File: src/rtl/ahb_pkg.sv
// ---------------------------------------------------------------------------
// ahb_pkg
// Shared AHB encodings for the slave-side return path:
//   - HTRANS transfer types
//   - HRESP response codes
//   - default-slave FSM state encoding
//   - data-phase select kind (which source owns the current data phase)
// ---------------------------------------------------------------------------
package ahb_pkg;

    localparam logic [1:0] TRANS_IDLE   = 2'b00;
    localparam logic [1:0] TRANS_BUSY   = 2'b01;
    localparam logic [1:0] TRANS_NONSEQ = 2'b10;
    localparam logic [1:0] TRANS_SEQ    = 2'b11;

    localparam logic [1:0] RESP_OKAY  = 2'b00;
    localparam logic [1:0] RESP_ERROR = 2'b01;
    localparam logic [1:0] RESP_RETRY = 2'b10;
    localparam logic [1:0] RESP_SPLIT = 2'b11;

    localparam logic [1:0] DS_IDLE = 2'd0;
    localparam logic [1:0] DS_ERR1 = 2'd1;
    localparam logic [1:0] DS_ERR2 = 2'd2;

    typedef enum logic [1:0] {
        SEL_NONE  = 2'd0,
        SEL_SLAVE = 2'd1,
        SEL_DFLT  = 2'd2
    } sel_kind_t;

    // NONSEQ and SEQ are the only transfer types that demand a response.
    function automatic logic trans_active(input logic [1:0] htrans);
        return (htrans == TRANS_NONSEQ) || (htrans == TRANS_SEQ);
    endfunction

endpackage

File: src/rtl/ahb_default_slave.sv
// ---------------------------------------------------------------------------
// ahb_default_slave
// Answers unmapped / ambiguous accesses with the two-cycle AHB ERROR
// response and keeps a saturating count of the errors it has issued.
// Ports:
//   HCLK, HRESETn : clock, synchronous active-low reset
//   start         : one-cycle pulse when the data-phase select loads DFLT
//   ready         : HREADY contribution (low only in the first ERROR cycle)
//   resp          : HRESP contribution (ERROR while responding, else OKAY)
//   errcnt        : saturating count of ERROR responses issued
// ---------------------------------------------------------------------------
module ahb_default_slave
    import ahb_pkg::*;
(
    input  logic       HCLK,
    input  logic       HRESETn,
    input  logic       start,
    output logic       ready,
    output logic [1:0] resp,
    output logic [7:0] errcnt
);

    logic [1:0] state;

    always_ff @(posedge HCLK) begin
        if (!HRESETn) begin
            state  <= DS_IDLE;
            errcnt <= 8'd0;
        end else begin
            case (state)
                DS_IDLE: begin
                    if (start) state <= DS_ERR1;
                end
                DS_ERR1: begin
                    state <= DS_ERR2;
                    if (errcnt != 8'hFF) errcnt <= errcnt + 8'd1;
                end
                DS_ERR2: begin
                    // A fresh DFLT load in the completing cycle chains the next error.
                    state <= start ? DS_ERR1 : DS_IDLE;
                end
                default: state <= DS_IDLE;
            endcase
        end
    end

    assign ready = (state != DS_ERR1);
    assign resp  = (state == DS_IDLE) ? RESP_OKAY : RESP_ERROR;

endmodule

File: src/rtl/ahb_slave_multiplexer.sv
// ---------------------------------------------------------------------------
// ahb_slave_multiplexer
// Slave-to-master return path: registers the address-phase slave select into
// a data-phase select and routes that slave's HRDATA/HREADYOUT/HRESP to the
// master. Unmapped or multiply-selected accesses go to an integrated default
// slave that issues the two-cycle ERROR response.
// Ports:
//   HCLK, HRESETn         : clock, synchronous active-low reset
//   HSEL [NSLV]           : address-phase one-hot slave select
//   HTRANS [2]            : address-phase transfer type
//   HRDATA_S, HREADYOUT_S,
//   HRESP_S               : concatenated per-slave return signals
//   HRDATA, HREADY, HRESP : muxed data-phase response to the master
//   ERRCNT [8]            : saturating count of default-slave ERRORs
// ---------------------------------------------------------------------------
module ahb_slave_multiplexer
    import ahb_pkg::*;
#(
    parameter int DATA_WIDTH = 32,
    parameter int NSLV       = 16
) (
    input  logic                       HCLK,
    input  logic                       HRESETn,
    input  logic [NSLV-1:0]            HSEL,
    input  logic [1:0]                 HTRANS,
    input  logic [NSLV*DATA_WIDTH-1:0] HRDATA_S,
    input  logic [NSLV-1:0]            HREADYOUT_S,
    input  logic [NSLV*2-1:0]          HRESP_S,
    output logic [DATA_WIDTH-1:0]      HRDATA,
    output logic                       HREADY,
    output logic [1:0]                 HRESP,
    output logic [7:0]                 ERRCNT
);

    localparam int IDX_W = (NSLV > 1) ? $clog2(NSLV) : 1;

    sel_kind_t        dsel_kind;
    logic [IDX_W-1:0] dsel_idx;

    sel_kind_t        nxt_kind;
    logic [IDX_W-1:0] hsel_idx;
    logic             hsel_zero;
    logic             hsel_multi;
    logic             ds_start;
    logic             ds_ready;
    logic [1:0]       ds_resp;

    // Address-phase decode of HSEL: zero / exactly-one / several bits.
    always_comb begin
        hsel_idx = '0;
        for (int i = 0; i < NSLV; i++) begin
            if (HSEL[i]) hsel_idx = IDX_W'(i);
        end
        hsel_zero  = (HSEL == '0);
        // Clearing the lowest set bit leaves something only if >1 bit was set.
        hsel_multi = ((HSEL & (HSEL - NSLV'(1))) != '0);

        if (hsel_multi) begin
            nxt_kind = SEL_DFLT;
        end else if (hsel_zero) begin
            nxt_kind = trans_active(HTRANS) ? SEL_DFLT : SEL_NONE;
        end else begin
            nxt_kind = SEL_SLAVE;
        end
    end

    // Data-phase select register; frozen across wait states.
    always_ff @(posedge HCLK) begin
        if (!HRESETn) begin
            dsel_kind <= SEL_NONE;
            dsel_idx  <= '0;
        end else if (HREADY) begin
            dsel_kind <= nxt_kind;
            dsel_idx  <= hsel_idx;
        end
    end

    assign ds_start = HREADY && (nxt_kind == SEL_DFLT);

    ahb_default_slave u_default_slave (
        .HCLK    (HCLK),
        .HRESETn (HRESETn),
        .start   (ds_start),
        .ready   (ds_ready),
        .resp    (ds_resp),
        .errcnt  (ERRCNT)
    );

    // Data-phase mux: depends only on registered state and slave outputs,
    // so HREADY never loops back through HSEL/HTRANS.
    always_comb begin
        HRDATA = '0;
        HREADY = 1'b1;
        HRESP  = RESP_OKAY;
        case (dsel_kind)
            SEL_SLAVE: begin
                HRDATA = HRDATA_S[dsel_idx*DATA_WIDTH +: DATA_WIDTH];
                HREADY = HREADYOUT_S[dsel_idx];
                HRESP  = HRESP_S[dsel_idx*2 +: 2];
            end
            SEL_DFLT: begin
                HREADY = ds_ready;
                HRESP  = ds_resp;
            end
            default: ;
        endcase
    end

endmodule

File: config.mk
export PLATFORM = sky130hd
export DESIGN_NAME = ahb_slave_multiplexer
export DESIGN_NICKNAME = d
export VERILOG_FILES = /design/src/rtl/ahb_pkg.sv /design/src/rtl/ahb_default_slave.sv /design/src/rtl/ahb_slave_multiplexer.sv
export SDC_FILE = /design/constraint.sdc
export NUM_CORES = 1
export LEC_CHECK = 0
export ABC_AREA = 1
export CAP_MARGIN = 20
export CORE_AREA = 2 2 240 242
export CTS_BUF_LIST = sky130_fd_sc_hd__clkbuf_4
export DETAILED_ROUTE_END_ITERATION = 6
export DIE_AREA = 0 0 242 244
export GPL_TIMING_DRIVEN = 0
export PLACE_DENSITY_LB_ADDON = 0.05
export SETUP_SLACK_MARGIN = 0.02
export SYNTH_ARGS = -nofsm -noshare
export SYNTH_HDL_FRONTEND = slang
export SYNTH_SLANG_ARGS = --single-unit
File: constraint.sdc
create_clock -name HCLK -period 3.5 [get_ports HCLK]
set_input_delay 0.7 -clock HCLK [delete_from_list [all_inputs] [get_ports HCLK]]
set_output_delay 0.7 -clock HCLK [all_outputs]
set_load 0.05 [all_outputs]
[After elaboration in Yosys (flattened, before gate mapping)]
Index checks and enable logic that the tools add are counted.
Operators by class
  muxes and demuxes: 27
  order comparisons: 1
  shift operators: 2
  reductions and logical operators: 6
  equal/unequal tests: 10
  add/subtract/negate cells: 2
  bitwise logic cells: 1
Operator list (count)
  512-bit by 10-bit indexed part select with 32-bit output: 1
  4-bit two-way mux: 14
  32-bit two-way mux: 1
  32-bit by 6-bit indexed part select with 2-bit output: 1
  16-bit bitwise AND: 1
  16-bit logical NOT: 1
  16-bit nonzero test: 1
  16-bit by 1-bit subtractor with 16-bit output, second input constant: 1
  2-bit == test, second input constant: 5
  8-bit by 1-bit adder with 8-bit output, second input constant: 1
  2-bit two-way mux: 4
  8-bit != test, second input constant: 1
  2-bit case mux with 3 select lines: 1
  4-bit by 5-bit less-than comparator with 1-bit output, second input constant: 1
  1-bit binary-select mux with 4-bit select: 1
  2-bit by 1-bit == test with 1-bit output, second input constant: 2
  1-bit two-way mux: 4
  2-bit by 1-bit != test with 1-bit output, second input constant: 2
  2-bit case mux with 2 select lines: 1
  2-bit logical NOT: 1
  1-bit case mux with 2 select lines: 1
  2-bit AND reduction: 1
  1-bit logical AND: 1
  1-bit logical OR: 1
Storage, ports and cells
  flip-flop bits (word level): 16
  output and inout port bits: 43
  word-level logic and storage cells: 53

[Depth between registers and ports, before layout]
  depth in word-level cells: 15
  gate-level depth with buffers: 15
  depth with buffers taken out: 15

[Hierarchy]
From an unflattened synthesis, not the netlist that was laid out.
Second synthesis, totals
  cell total of the unflattened synthesis: 1143
  area, all modules: 6060.8 sq um
Modules (own cells, without submodules)
  ahb_slave_multiplexer: area each 5534.1 sq um, cells an instance 1069, sequential area each 120.1 sq um, instances 1
  ahb_default_slave: area each 526.8 sq um, cells an instance 74, sequential area each 200.2 sq um, instances 1

[Least setup slack after synthesis]
No wires, ideal clock.
  kind: reg2out
  from: reg dsel_idx[0]
  to: out HRESP[1]
  slack: 0.499 ns
  arrival: 2.301 ns
  data required time: 2.800 ns
  stages on the path, launching flop included: 9
  cell sequence: dfxtp_1 -> inv_1 -> buf_6 -> buf_6 -> buf_2 -> nor2_1 -> o221ai_1 -> o211ai_1 -> a211oi_1
Between the ends
  word-level cells in the longest chain between the ends: 2
Ends and longest elaborated chain
  from (decl): line ahb_slave_multiplexer.sv:38  | logic [IDX_W-1:0] dsel_idx;
  from (signal assigned): line ahb_slave_multiplexer.sv:74  | dsel_idx <= hsel_idx;
  32-bit by 6-bit indexed part select with 2-bit output: line ahb_slave_multiplexer.sv:99  | HRESP = HRESP_S[dsel_idx*2 +: 2];
  2-bit case mux with 2 select lines: line ahb_slave_multiplexer.sv:95  | case (dsel_kind)
  to (decl): line ahb_slave_multiplexer.sv:31  | output logic [1:0] HRESP,
Every way passes these cells.

[Final worst setup path]
  from: reg dsel_idx[0]
  to: out HRDATA[14]
Between the ends
  word-level cells in the longest chain between the ends: 2
Ends and longest elaborated chain
  512-bit by 10-bit indexed part select with 32-bit output: line ahb_slave_multiplexer.sv:97  | HRDATA = HRDATA_S[dsel_idx*DATA_WIDTH +: DATA_WIDTH];
  32-bit two-way mux: line ahb_slave_multiplexer.sv:95
  to (decl): line ahb_slave_multiplexer.sv:29  | output logic [DATA_WIDTH-1:0] HRDATA,
Every way passes these cells.

==> summary.md <==
| Metric | Value |
|---|---|
| Worst setup path class | `reg -> out` |
| Reg2reg start | `dsel_idx[0]` |
| Die width | `242 microns` |
| Most common cell after layout, fill and taps aside | `clkdlybuf4s50_1` |
| PwrDens | `551 nW/um^2` |
| Leakage Power | `0.00473 uW` |
| Total power | `7320 uW` |
| Vias | `11439` |
| Hold_buf cts | `0` |
| Routed length on met2 | `38600 microns` |
| Layout cells sized above 1 | `9.76%` |
| Post-layout net count | `2326` |
| Crit-path max FO | `10` |
| Slack of the worst reg-to-reg path | `1.55 ns` |
| Die ar. | `59000 sq um` |
| Met3 wire len | `5050 microns` |
| Largest family of logic cells by synthesized area | `compound AO/OA/AOI/OAI gates` |
| Mux contribution to synthesized area | `0%` |
| Largest net degree at the start of global routing | `11` |
| Synth warnings | `0` |
| Max Cap Viol | `0` |
| GRT Util Overall | `24.2%` |
| Ys flop type | `dfxtp_1` |
| Setup bufs post-CTS | `0` |
| # IOs | `623` |
| Adder-Cell Fraction of Synth Area | `0.628%` |
| TritonCTS clock tree | `yes` |
| Fin. max-slew vios | `0` |
| Clock skew | `0.00793 ns` |
| DRT Pass-1 Iters | `5` |
| ANT nets after route | `0` |
| Final hold vios | `0` |
| Clk Latency, worst-skew pair | `0.30 ns` |
| Number of synthesized flops with an enable pin | `0` |
| Worst Hold Endpoint | `u_default_slave.state[0]` |
| WL met1 | `30300 microns` |
| DRT iter0 DRCs | `741` |
| Clock sink count | `16` |
| Post-DP HPWL | `63200 microns` |
| CTS root buffer | `clkbuf_4` |
| Worst hold start | `u_default_slave.state[0]` |
| Slew margin rel. | `37.7%` |
| FP Rows | `87` |
| TritonCTS Buffers | `3` |
| #FFs+latches synth | `16` |
| DRC violations left | `0` |
| Post-Synth XOR/XNOR Area | `0.146%` |
| Crit path time final | `3.44 ns` |
| Hold path cells | `1` |
| Syn Nets | `1699` |
| Placed Area | `13200 sq um` |
| Status | `completed` |
| Initial antenna violation count | `15` |
| FF-to-FF End | `dsel_idx[2]` |
| Worst-Margin Slew | `0.935 ns` |
| # fillers | `6501` |
| Period utilisation layout | `98.1%` |
| Commonest non-fill, non-tap cells in the layout | `clkdlybuf4s50_1 (586), nor2_1 (306), o21ai_0 (273), o221ai_1 (86), nand2_1 (52)` |
| Vias in the first global route | `11784` |
| Highest clock rate | `0.291 GHz` |
| Routed wire length | `74900 microns` |
| Grt total ovfl | `0` |
| Unique cell type count in the Yosys netlist | `32` |
| Port-buffer cells | `621` |
| Seq/Total Area, Yosys | `5.36%` |
| Htree depth | `1` |
| Reg2reg path depth | `13` |
| Uppermost layer routed | `met5` |
| Worst-path clk slew | `0.11 ns` |
| Crit path launch type | `flop` |
| Post-synthesis simple-gate area fraction | `27.8%` |
| Post-DR wirelength/cell | `29.9 microns` |
| FFs w/ async S/R, synth | `0%` |
| Gpl congestion | `0.893` |
| Initial core utilization | `10.6%` |
| Final Non-Filler Cells | `2503` |
| Post-Syn Area | `5980 sq um` |
| Final Util | `23.7%` |
| Worst slack at placement | `-0.928 ns` |
| Via-to-Cell Ratio | `4.57` |
| Arrival @ worst endpoint | `2.74 ns` |
| Worst IR Drop VDD | `0.259 mV` |
| Post-route setup slack | `0.0650 ns` |
| Clock Path Buffers | `2` |
| Final setup violation count | `0` |
| Worst min-delay path class | `reg -> reg` |
| First-pass GRT wire length | `101000 microns` |
| Critical Path Sink Type | `primary output` |
| Post-synthesis average cell area | `5.36 sq um` |
| Design area | `13300 sq um` |
| Post-synthesis compound-gate area fraction | `52.9%` |
| RSZ-0062 raised after global routing | `yes` |
| CP required | `2.80 ns` |
| # placed instances | `2494` |
| Core area | `56200 sq um` |
| Mapped Cells | `1116` |
| Die height | `244 microns` |
| Synth-to-layout area growth | `122%` |
-- final cells by class --
type | count | area (sq um) | area share, %
Timing Repair Buffer | 622 | 6120 | 46.1
Multi-Input combinational cell | 946 | 4970 | 37.4
Tap cell | 756 | 946 | 7.12
Buffer | 119 | 756 | 5.69
Sequential cell | 16 | 320 | 2.41
Inverter | 35 | 134 | 1.01
Clock buffer | 3 | 22.5 | 0.169
Antenna cell | 6 | 15.0 | 0.113
-- cell usage after synthesis (19+ instances only) --
master    number  area [sq um]
o221ai_1      93           815
nand2_1       52           195
o21ai_1       29           145
o22ai_1       43           269
o211ai_1      45           338
buf_4         19           143
buf_2         19          95.1
nor2_1       306          1150
o21ai_0      273          1370
clkbuf_1      66           248
a21oi_1       42           210
nand3_1       36           180
inv_1         30           113
-- per-stage QoR --
step                hold WS, ns  TNS [ns]
finish                    0.453         0
global route              0.502         0
CTS                       0.459         0
detailed placement        0.441    -18.83
global placement          0.440    -18.41
floorplan                 0.408         0
-- critical path, stage by stage (launching register included) --
cell             delay, ns
dfxtp_1               0.36
buf_6                 0.24
buf_6                 0.18
buf_4                 0.20
buf_2                 0.30
nor2_1                0.08
o221ai_1              0.21
nand3_1               0.22
a21oi_1               0.22
clkdlybuf4s18_2       0.39
-- worst max path at each step --
stage                            from          to  slack [ns]
after floorplan           dsel_idx[0]    HRESP[1]        0.50
after global placement    dsel_idx[2]  HRDATA[16]       -0.92
after detailed placement  dsel_idx[2]  HRDATA[16]       -0.93
after CTS                 dsel_idx[0]  HRDATA[16]       0.007
after global routing      dsel_idx[0]  HRDATA[14]        0.02
final                     dsel_idx[0]  HRDATA[14]        0.06
-- registers in the layout, summed over array words and instances, names as in the netlist --
| signal | count |
|---|---|
| u_default_slave.errcnt | 8 |
| dsel_kind | 2 |
| dsel_idx | 4 |
| u_default_slave.state | 2 |
-- repair_timing --
| item | CTS | global route |
|---|---|---|
| endpoints found under the setup margin | 35 | 29 |
| cloned | 0 | 0 |
| gates resized for setup | 216 | 52 |
| pin swaps | 3 | 3 |
-- power breakdown --
group,switching [uW],internal [uW],leakage (uW)
Sequential,27.9,229,0.000132
Combinational,4700,2260,0.00458
Clock,65.9,40.2,0.0000138
-- cell families (layout without fill, tap and decap cells) --
kind of cell / count (synthesis) / count (layout)
buffers and inverters: 154 / 779
adder cells (fa/ha/maj): 3 / 3
flip-flops: 16 / 16
XOR/XNOR: 1 / 1
AO/OA/AOI/OAI: 528 / 528
other: 0 / 6
AND/OR/NAND/NOR: 414 / 414
-- routing by layer --
metal | global-route usage [%] | vias up
met3 | 5.47 | 44
met5 | 0 | -
met1 | 28.7 | 5585
met4 | 3.07 | 18
met2 | 45.1 | 465
li1 | - | 5327
Power figures use the tool's default switching activity.
